File: config.mk
export PLATFORM = sky130hd
export DESIGN_NAME = huffman_seq_flat
export DESIGN_NICKNAME = d
export VERILOG_FILES = /design/src/rtl/huffman_pkg.sv /design/src/rtl/huffman_seq_if.sv /design/src/rtl/huffman_hist.sv /design/src/rtl/huffman_seq.sv /design/src/flat_wrapper.sv
export SDC_FILE = /design/constraint.sdc
export NUM_CORES = 1
export LEC_CHECK = 0
export CAP_MARGIN = 20
export CORE_ASPECT_RATIO = 1.4
export CORE_MARGIN = 5
export CORE_UTILIZATION = 59
export CTS_BUF_LIST = sky130_fd_sc_hd__clkbuf_2 sky130_fd_sc_hd__clkbuf_4 sky130_fd_sc_hd__clkbuf_8
export CTS_CLUSTER_DIAMETER = 100
export DETAILED_ROUTE_END_ITERATION = 7
export PLACE_DENSITY = 0.88
export SLEW_MARGIN = 10
export SYNTH_ARGS = -nofsm -noshare
export SYNTH_HDL_FRONTEND = slang
export SYNTH_HIERARCHICAL = 1
export SYNTH_SLANG_ARGS = --single-unit
File: constraint.sdc
create_clock -name clk -period 6.4 [get_ports clk]
set_input_delay 1.28 -clock clk [delete_from_list [all_inputs] [get_ports clk]]
set_output_delay 1.28 -clock clk [all_outputs]
set_load 0.05 [all_outputs]
File: src/rtl/huffman_pkg.sv
// Shared definitions for the Huffman encoding flow: sequencer states,
// symbol alphabet bounds and the tree node-index convention used by the
// combine datapath and the code generator.
package huffman_pkg;

  localparam int N_SYM = 6;
  localparam logic [7:0] SYM_MIN = 8'd1;
  localparam logic [7:0] SYM_MAX = 8'd6;

  // Node indices: leaves 0..N_SYM-1 hold symbols SYM_MIN..SYM_MAX in order;
  // internal nodes are numbered N_SYM.. in creation order, so the root is last.
  localparam int NODE_W  = 4;
  localparam int N_NODES = 2 * N_SYM - 1;
  typedef logic [NODE_W-1:0] node_idx_t;
  localparam node_idx_t ROOT_NODE = node_idx_t'(N_NODES - 1);

  typedef enum logic [2:0] {
    IDLE,
    COUNT,
    REPORT,
    COMBINE,
    DECODE,
    DONE,
    ERROR
  } seq_state_e;

  function automatic logic sym_in_range(input logic [7:0] sym);
    return (sym >= SYM_MIN) && (sym <= SYM_MAX);
  endfunction

  function automatic node_idx_t sym_to_leaf(input logic [7:0] sym);
    return node_idx_t'(sym - SYM_MIN);
  endfunction

endpackage

File: src/rtl/huffman_seq_if.sv
// Bundle of the sequencer's stream, histogram and handshake signals.
// master: the sequencer; slave: the surrounding datapath / source.
interface huffman_seq_if #(
  parameter int CNT_W = 8
);
  logic             gray_valid;
  logic [7:0]       gray_data;
  logic [CNT_W-1:0] CNT1;
  logic [CNT_W-1:0] CNT2;
  logic [CNT_W-1:0] CNT3;
  logic [CNT_W-1:0] CNT4;
  logic [CNT_W-1:0] CNT5;
  logic [CNT_W-1:0] CNT6;
  logic             cnt_valid;
  logic             cmb_start;
  logic             cmb_done;
  logic             cmb_cmp_flg;
  logic             code_valid;
  logic             done;
  logic             err;
  logic             busy;

  modport master (
    input  gray_valid, gray_data, cmb_done, code_valid,
    output CNT1, CNT2, CNT3, CNT4, CNT5, CNT6,
    output cnt_valid, cmb_start, cmb_cmp_flg, done, err, busy
  );

  modport slave (
    output gray_valid, gray_data, cmb_done, code_valid,
    input  CNT1, CNT2, CNT3, CNT4, CNT5, CNT6,
    input  cnt_valid, cmb_start, cmb_cmp_flg, done, err, busy
  );
endinterface

File: src/rtl/huffman_hist.sv
// Six saturating symbol counters plus the per-frame accepted-symbol counter.
// frame_full is high when the next accepted symbol completes the frame; the
// frame counter returns to zero on that symbol so every frame starts at 0.
module huffman_hist
  import huffman_pkg::*;
#(
  parameter int N_SYMBOLS = 100,
  parameter int CNT_W     = 8
) (
  input  logic                        clk,
  input  logic                        reset,
  input  logic                        clr,
  input  logic                        inc,
  input  logic [7:0]                  sym,
  output logic [N_SYM-1:0][CNT_W-1:0] cnt,
  output logic                        frame_full
);

  localparam logic [CNT_W-1:0] CNT_MAX = {CNT_W{1'b1}};

  logic [7:0]                  frame_cnt;
  logic [N_SYM-1:0][CNT_W-1:0] cnt_nxt;

  assign frame_full = (frame_cnt == 8'(N_SYMBOLS - 1));

  // Next bin values: optional clear first, then saturating increment of the addressed bin
  always_comb begin
    for (int i = 0; i < N_SYM; i++) begin
      cnt_nxt[i] = clr ? '0 : cnt[i];
      if (inc && sym_in_range(sym) && (sym_to_leaf(sym) == node_idx_t'(i))
          && (cnt_nxt[i] != CNT_MAX))
        cnt_nxt[i] = cnt_nxt[i] + CNT_W'(1);
    end
  end

  // Histogram bins; held except when a frame starts or a symbol is accepted
  always_ff @(posedge clk) begin
    if (reset)
      cnt <= '0;
    else if (clr || inc)
      cnt <= cnt_nxt;
  end

  // Accepted-symbol counter, wrapping to zero on the frame's last symbol
  always_ff @(posedge clk) begin
    if (reset)
      frame_cnt <= '0;
    else if (inc)
      frame_cnt <= frame_full ? 8'd0 : frame_cnt + 8'd1;
  end

endmodule

File: src/rtl/huffman_seq.sv
// Huffman flow sequencer: collects a frame of symbols into the histogram,
// kicks the combine datapath, drives the code-generator handshake and
// reports completion or a handshake timeout.
module huffman_seq
  import huffman_pkg::*;
#(
  parameter int N_SYMBOLS = 100,
  parameter int CNT_W     = 8,
  parameter int TIMEOUT   = 255
) (
  input  logic               clk,
  input  logic               reset,
  huffman_seq_if.master      bus
);

  seq_state_e                  state;
  seq_state_e                  state_nxt;
  logic [7:0]                  timer;
  logic                        tmo;
  logic                        hist_clr;
  logic                        hist_inc;
  logic                        frame_full;
  logic [N_SYM-1:0][CNT_W-1:0] cnt;

  huffman_hist #(
    .N_SYMBOLS (N_SYMBOLS),
    .CNT_W     (CNT_W)
  ) u_hist (
    .clk        (clk),
    .reset      (reset),
    .clr        (hist_clr),
    .inc        (hist_inc),
    .sym        (bus.gray_data),
    .cnt        (cnt),
    .frame_full (frame_full)
  );

  // Wait-state cycle index; the last allowed cycle is index TIMEOUT
  assign tmo = (timer == 8'(TIMEOUT));

  // State register
  always_ff @(posedge clk) begin
    if (reset)
      state <= IDLE;
    else
      state <= state_nxt;
  end

  // Timeout counter: restarts on every state change, so each wait state begins at 0
  always_ff @(posedge clk) begin
    if (reset)
      timer <= '0;
    else if (state_nxt != state)
      timer <= '0;
    else if (timer != 8'hFF)
      timer <= timer + 8'd1;
  end

  // Next-state and histogram control; a handshake response beats an expiring timeout
  always_comb begin
    state_nxt = state;
    hist_clr  = 1'b0;
    hist_inc  = 1'b0;
    case (state)
      IDLE: begin
        if (bus.gray_valid) begin
          hist_clr  = 1'b1;
          hist_inc  = 1'b1;
          state_nxt = frame_full ? REPORT : COUNT;
        end
      end
      COUNT: begin
        if (bus.gray_valid) begin
          hist_inc = 1'b1;
          if (frame_full)
            state_nxt = REPORT;
        end
      end
      REPORT:  state_nxt = COMBINE;
      COMBINE: begin
        if (bus.cmb_done)
          state_nxt = DECODE;
        else if (tmo)
          state_nxt = ERROR;
      end
      DECODE: begin
        if (bus.code_valid)
          state_nxt = DONE;
        else if (tmo)
          state_nxt = ERROR;
      end
      DONE:    state_nxt = IDLE;
      ERROR:   state_nxt = IDLE;
      default: state_nxt = IDLE;
    endcase
  end

  assign bus.cnt_valid   = (state == REPORT);
  assign bus.cmb_start   = (state == REPORT);
  assign bus.cmb_cmp_flg = (state == DECODE) || (state == DONE);
  assign bus.done        = (state == DONE);
  assign bus.err         = (state == ERROR);
  assign bus.busy        = (state != IDLE);

  assign bus.CNT1 = cnt[0];
  assign bus.CNT2 = cnt[1];
  assign bus.CNT3 = cnt[2];
  assign bus.CNT4 = cnt[3];
  assign bus.CNT5 = cnt[4];
  assign bus.CNT6 = cnt[5];

endmodule

File: src/flat_wrapper.sv
// flat-port wrapper written by rule: the top's interface ports become plain ports
module huffman_seq_flat import huffman_pkg::*;
#(
  parameter int N_SYMBOLS = 100,
  parameter int CNT_W     = 8,
  parameter int TIMEOUT   = 255
)
  (clk, reset, bus_gray_valid, bus_gray_data, bus_cmb_done, bus_code_valid, bus_CNT1, bus_CNT2, bus_CNT3, bus_CNT4, bus_CNT5, bus_CNT6, bus_cnt_valid, bus_cmb_start, bus_cmb_cmp_flg, bus_done, bus_err, bus_busy);
  huffman_seq_if #(.CNT_W(CNT_W)) bus_i ();
  input  logic clk;
  input  logic reset;
  input wire logic [$bits(bus_i.gray_valid)-1:0] bus_gray_valid;
  input wire logic [$bits(bus_i.gray_data)-1:0] bus_gray_data;
  input wire logic [$bits(bus_i.cmb_done)-1:0] bus_cmb_done;
  input wire logic [$bits(bus_i.code_valid)-1:0] bus_code_valid;
  output wire logic [$bits(bus_i.CNT1)-1:0] bus_CNT1;
  output wire logic [$bits(bus_i.CNT2)-1:0] bus_CNT2;
  output wire logic [$bits(bus_i.CNT3)-1:0] bus_CNT3;
  output wire logic [$bits(bus_i.CNT4)-1:0] bus_CNT4;
  output wire logic [$bits(bus_i.CNT5)-1:0] bus_CNT5;
  output wire logic [$bits(bus_i.CNT6)-1:0] bus_CNT6;
  output wire logic [$bits(bus_i.cnt_valid)-1:0] bus_cnt_valid;
  output wire logic [$bits(bus_i.cmb_start)-1:0] bus_cmb_start;
  output wire logic [$bits(bus_i.cmb_cmp_flg)-1:0] bus_cmb_cmp_flg;
  output wire logic [$bits(bus_i.done)-1:0] bus_done;
  output wire logic [$bits(bus_i.err)-1:0] bus_err;
  output wire logic [$bits(bus_i.busy)-1:0] bus_busy;
  assign bus_i.gray_valid = bus_gray_valid;
  assign bus_i.gray_data = bus_gray_data;
  assign bus_i.cmb_done = bus_cmb_done;
  assign bus_i.code_valid = bus_code_valid;
  assign bus_CNT1 = bus_i.CNT1;
  assign bus_CNT2 = bus_i.CNT2;
  assign bus_CNT3 = bus_i.CNT3;
  assign bus_CNT4 = bus_i.CNT4;
  assign bus_CNT5 = bus_i.CNT5;
  assign bus_CNT6 = bus_i.CNT6;
  assign bus_cnt_valid = bus_i.cnt_valid;
  assign bus_cmb_start = bus_i.cmb_start;
  assign bus_cmb_cmp_flg = bus_i.cmb_cmp_flg;
  assign bus_done = bus_i.done;
  assign bus_err = bus_i.err;
  assign bus_busy = bus_i.busy;
  huffman_seq #(.N_SYMBOLS(N_SYMBOLS), .CNT_W(CNT_W), .TIMEOUT(TIMEOUT)) u_core (.clk(clk), .reset(reset), .bus(bus_i));
endmodule
==> flow_summary.toml <==
[routing]
postRouteAntennaNets = 0
via_per_inst = 6.67
firstDrtPassIters = 5
drc = 0
drt-wirelength-per-cell_microns = 17.6
drtIter0Drc = 361
routed_wl_microns = 10500
via_count = 3974

[synthesis]
synth_area_leader_cell = "dfxtp_1"
synth_area_per_cell_sq_um = 8.41
synth_common_cells = "dfxtp_1 (67), a21oi_1 (40), nand2_1 (26), nor2_1 (26), nand3_1 (23)"
ys_warn_count = 6
ys_ff_latch = 67
synthMostInstantiatedCell = "dfxtp_1"
synth_edf_count = 0
seq_area_frac_synth_pct = 34.7
synth_fp_nets = 481
synthFlopType = "dfxtp_1"
synth_top_cell_area_share_pct = 34.7
synthArstFlopShare_pct = 0
synthTopCellsByArea = "dfxtp_1 (35%), a21oi_1 (5.2%), nor2b_1 (3.4%), or4_1 (3.1%), nand3_1 (3.0%)"
synthCells = 460
synth_cell_types = 64
syn-cell-area_sq_um = 3870

[floorplan]
start_util_pct = 59.7
die_w_microns = 78.5
die_h_microns = 106
core_sq_um = 6480
die-area_sq_um = 8300
num_io_pins = 67
std_cell_rows = 35

[placement]
dpl.hpwl_microns = 7130
place_congestion = 0.909
io_buffers = 66

[grt]
first_global_vias = 3763
grt_max_degree = 36
grt-ovfl-total = 0
antenna_found_initial = 0
grt_pass1_wl_microns = 17200
grt_use_total_pct = 25.3

[sta]
clock.fmax_mhz = 245
max_slew_margin_pct = 32.3
rsz0062_at_grt = "false"
hold_viol_final = 0
period_share_pct = 63.9
slew_violations = 0
setup_violations = 0
min_period_ns = 4.09
hold_slack_ns = 0.506
fin_skew_ns = 0.0110
tightest_slew_ns = 1.01
finalSetupTns_ns = 0

[clock_tree]
clk_pin_slew_ns = 0.07
cts_tree = "built"
clock_sinks = 67
clk_latency_ns = 0.34
clockRootBuffer = "clkbuf_8"
cts_buffers = 9
clk_path_buf_depth = 2
hold_buffers = 0
cts_resized = 0
postCtsSetupBuffers = 0
ctsHtreeMaxLevel = 3

[pwr]
leakage_nw = 1.56
ir_drop_mv = 0.126
total_power_w = 0.000856
power.density_nw_per_um2 = 180

[final_layout]
nFillCells = 499
drive_gt1_share_pct = 7.66
diodes = 0
multi_input_area_sq_um = 2400
register_area_sq_um = 1340
fin_nets = 538
synthToLayoutAreaGrowth_pct = 23.0

[hold_path]
hp-class = "register to register"
whs_endpoint = "u_core/u_hist/cnt[39]$_SDFFE_PP0P_"
min_path_cells = 2
worstHoldStart = "u_core/u_hist/cnt[39]$_SDFFE_PP0P_"

[critical_path]
required_ns = 6.66
r2r_setup_slack_ns = 2.93
reg2regPathDepth = 10
crit_family = "simple AND/OR/NAND/NOR gates"
end_kind = "register"
reg2reg_to = "u_core/u_hist/cnt[31]$_SDFFE_PP0P_"
worstSetupStartpointType = "input port"
cp_slowest_cell = "or4_1"
worst_r2r_startpoint = "u_core/state[1]$_SDFF_PP0_"
path_cells = "clkdlybuf4s50_1 -> and2_1 -> nor2b_2 -> buf_4 -> nor2b_1 -> ha_1 -> nand4_1 -> o21ai_0 -> or4_1 -> a21oi_1"
critPathMaxStageDelay_ns = 0.61
crit_fanout = 35
path_class = "input port to register"
worstPathArrival_ns = 4.34
crit_buf_inv = 2

[flow_run]
max-cap-violations = 0

[outcome]
outcome = "completed"
==> registers in the layout, summed over array words and instances (netlist names) <==
signal and flops:
u_core/timer 8, u_core/state 3, u_core/u_hist/frame_cnt 8, u_core/u_hist/cnt 48
==> worst max path at each step <==
| stage | end | slack [ns] | startpoint | cells after the start |
|---|---|---|---|---|
| after floorplan | u_core/u_hist/cnt[4]$_SDFFE_PP0P_ | 2.75 | bus_gray_valid | 11 |
| after global placement | u_core/u_hist/cnt[7]$_SDFFE_PP0P_ | 2.16 | bus_gray_valid | 10 |
| after detailed placement | u_core/u_hist/cnt[7]$_SDFFE_PP0P_ | 2.04 | bus_gray_valid | 10 |
| after CTS | u_core/u_hist/cnt[7]$_SDFFE_PP0P_ | 2.38 | bus_gray_valid | 10 |
| after global routing | u_core/u_hist/cnt[31]$_SDFFE_PP0P_ | 2.08 | bus_gray_valid | 10 |
| final | u_core/u_hist/cnt[7]$_SDFFE_PP0P_ | 2.31 | bus_gray_valid | 10 |
==> area by class of cell <==
class	count	area share, %
Clock inverter	1	0.631
Tap cell	74	1.95
Inverter	9	0.710
Timing Repair Buffer	68	14.2
Sequential cell	67	28.2
Multi-Input combinational cell	362	50.4
Clock buffer	15	3.94
==> kinds of logic after synthesis <==
kind of cell | Yosys count | synth area share [%]
adder cells (fa/ha/maj) | 8 | 2.59
AND/OR/NAND/NOR | 217 | 34.0
AO/OA/AOI/OAI | 117 | 20.4
multiplexers | 8 | 2.23
buffers and inverters | 31 | 3.46
flip-flops | 67 | 34.7
XOR/XNOR | 12 | 2.72
==> power by group <==
| group | internal [W] | total (W) | switching, W |
|---|---|---|---|
| sequential | 0.000420 | 0.000424 | 0.00000387 |
| clock | 0.000225 | 0.000377 | 0.000151 |
| combinational | 0.0000203 | 0.0000552 | 0.0000349 |
==> worst reg2reg max path, stage by stage, from the launching register on <==
cell,delay (ns)
dfxtp_1,0.65
nor2_1,0.11
and2_1,0.32
nor2b_2,0.22
buf_4,0.25
nor2b_1,0.24
ha_1,0.28
nand2_1,0.10
nor4_1,0.83
nor4_1,0.16
nor3b_1,0.22
==> metal layers <==
metal / part of all wire [%] / GRT usage, %
met5: 0 / 0
met4: 3.0 / 11.9
met3: 6.7 / 5.04
met2: 50 / 43.9
met1: 41 / 29.5
==> stage by stage <==
stage          cells  util (%)  instance area, sq um  setup WS, ns
2_1_floorplan    460         -                  3870          2.75
3_3_place_gp     580      70.1                  4540          2.16
3_5_place_dp     580      70.1                  4540          2.04
4_1_cts          596      73.4                  4760          2.38
5_1_grt          596      73.4                  4760          2.08
6_report         596      73.4                  4760          2.31
==> layout by cell type, fill, tap and decap left out, drive strengths merged, types with 7 or more instances in the layout <==
cell           netlist  layout
nor2b               21      21
nor3                12      12
o21ai               21      21
a21oi               42      42
nand2               26      26
o211ai               7       7
and3                14      14
or3                 18      18
nor2                26      26
clkdlybuf4s50        0      66
inv                  9       9
clkbuf              14      15
ha                   8       8
nand3               23      23
dfxtp               67      67
nand4               13      13
nand4b               9       9
or4                 16      16
xnor2                8       8
o31ai               13      13
No activity file was read; power rests on OpenSTA's default activity.
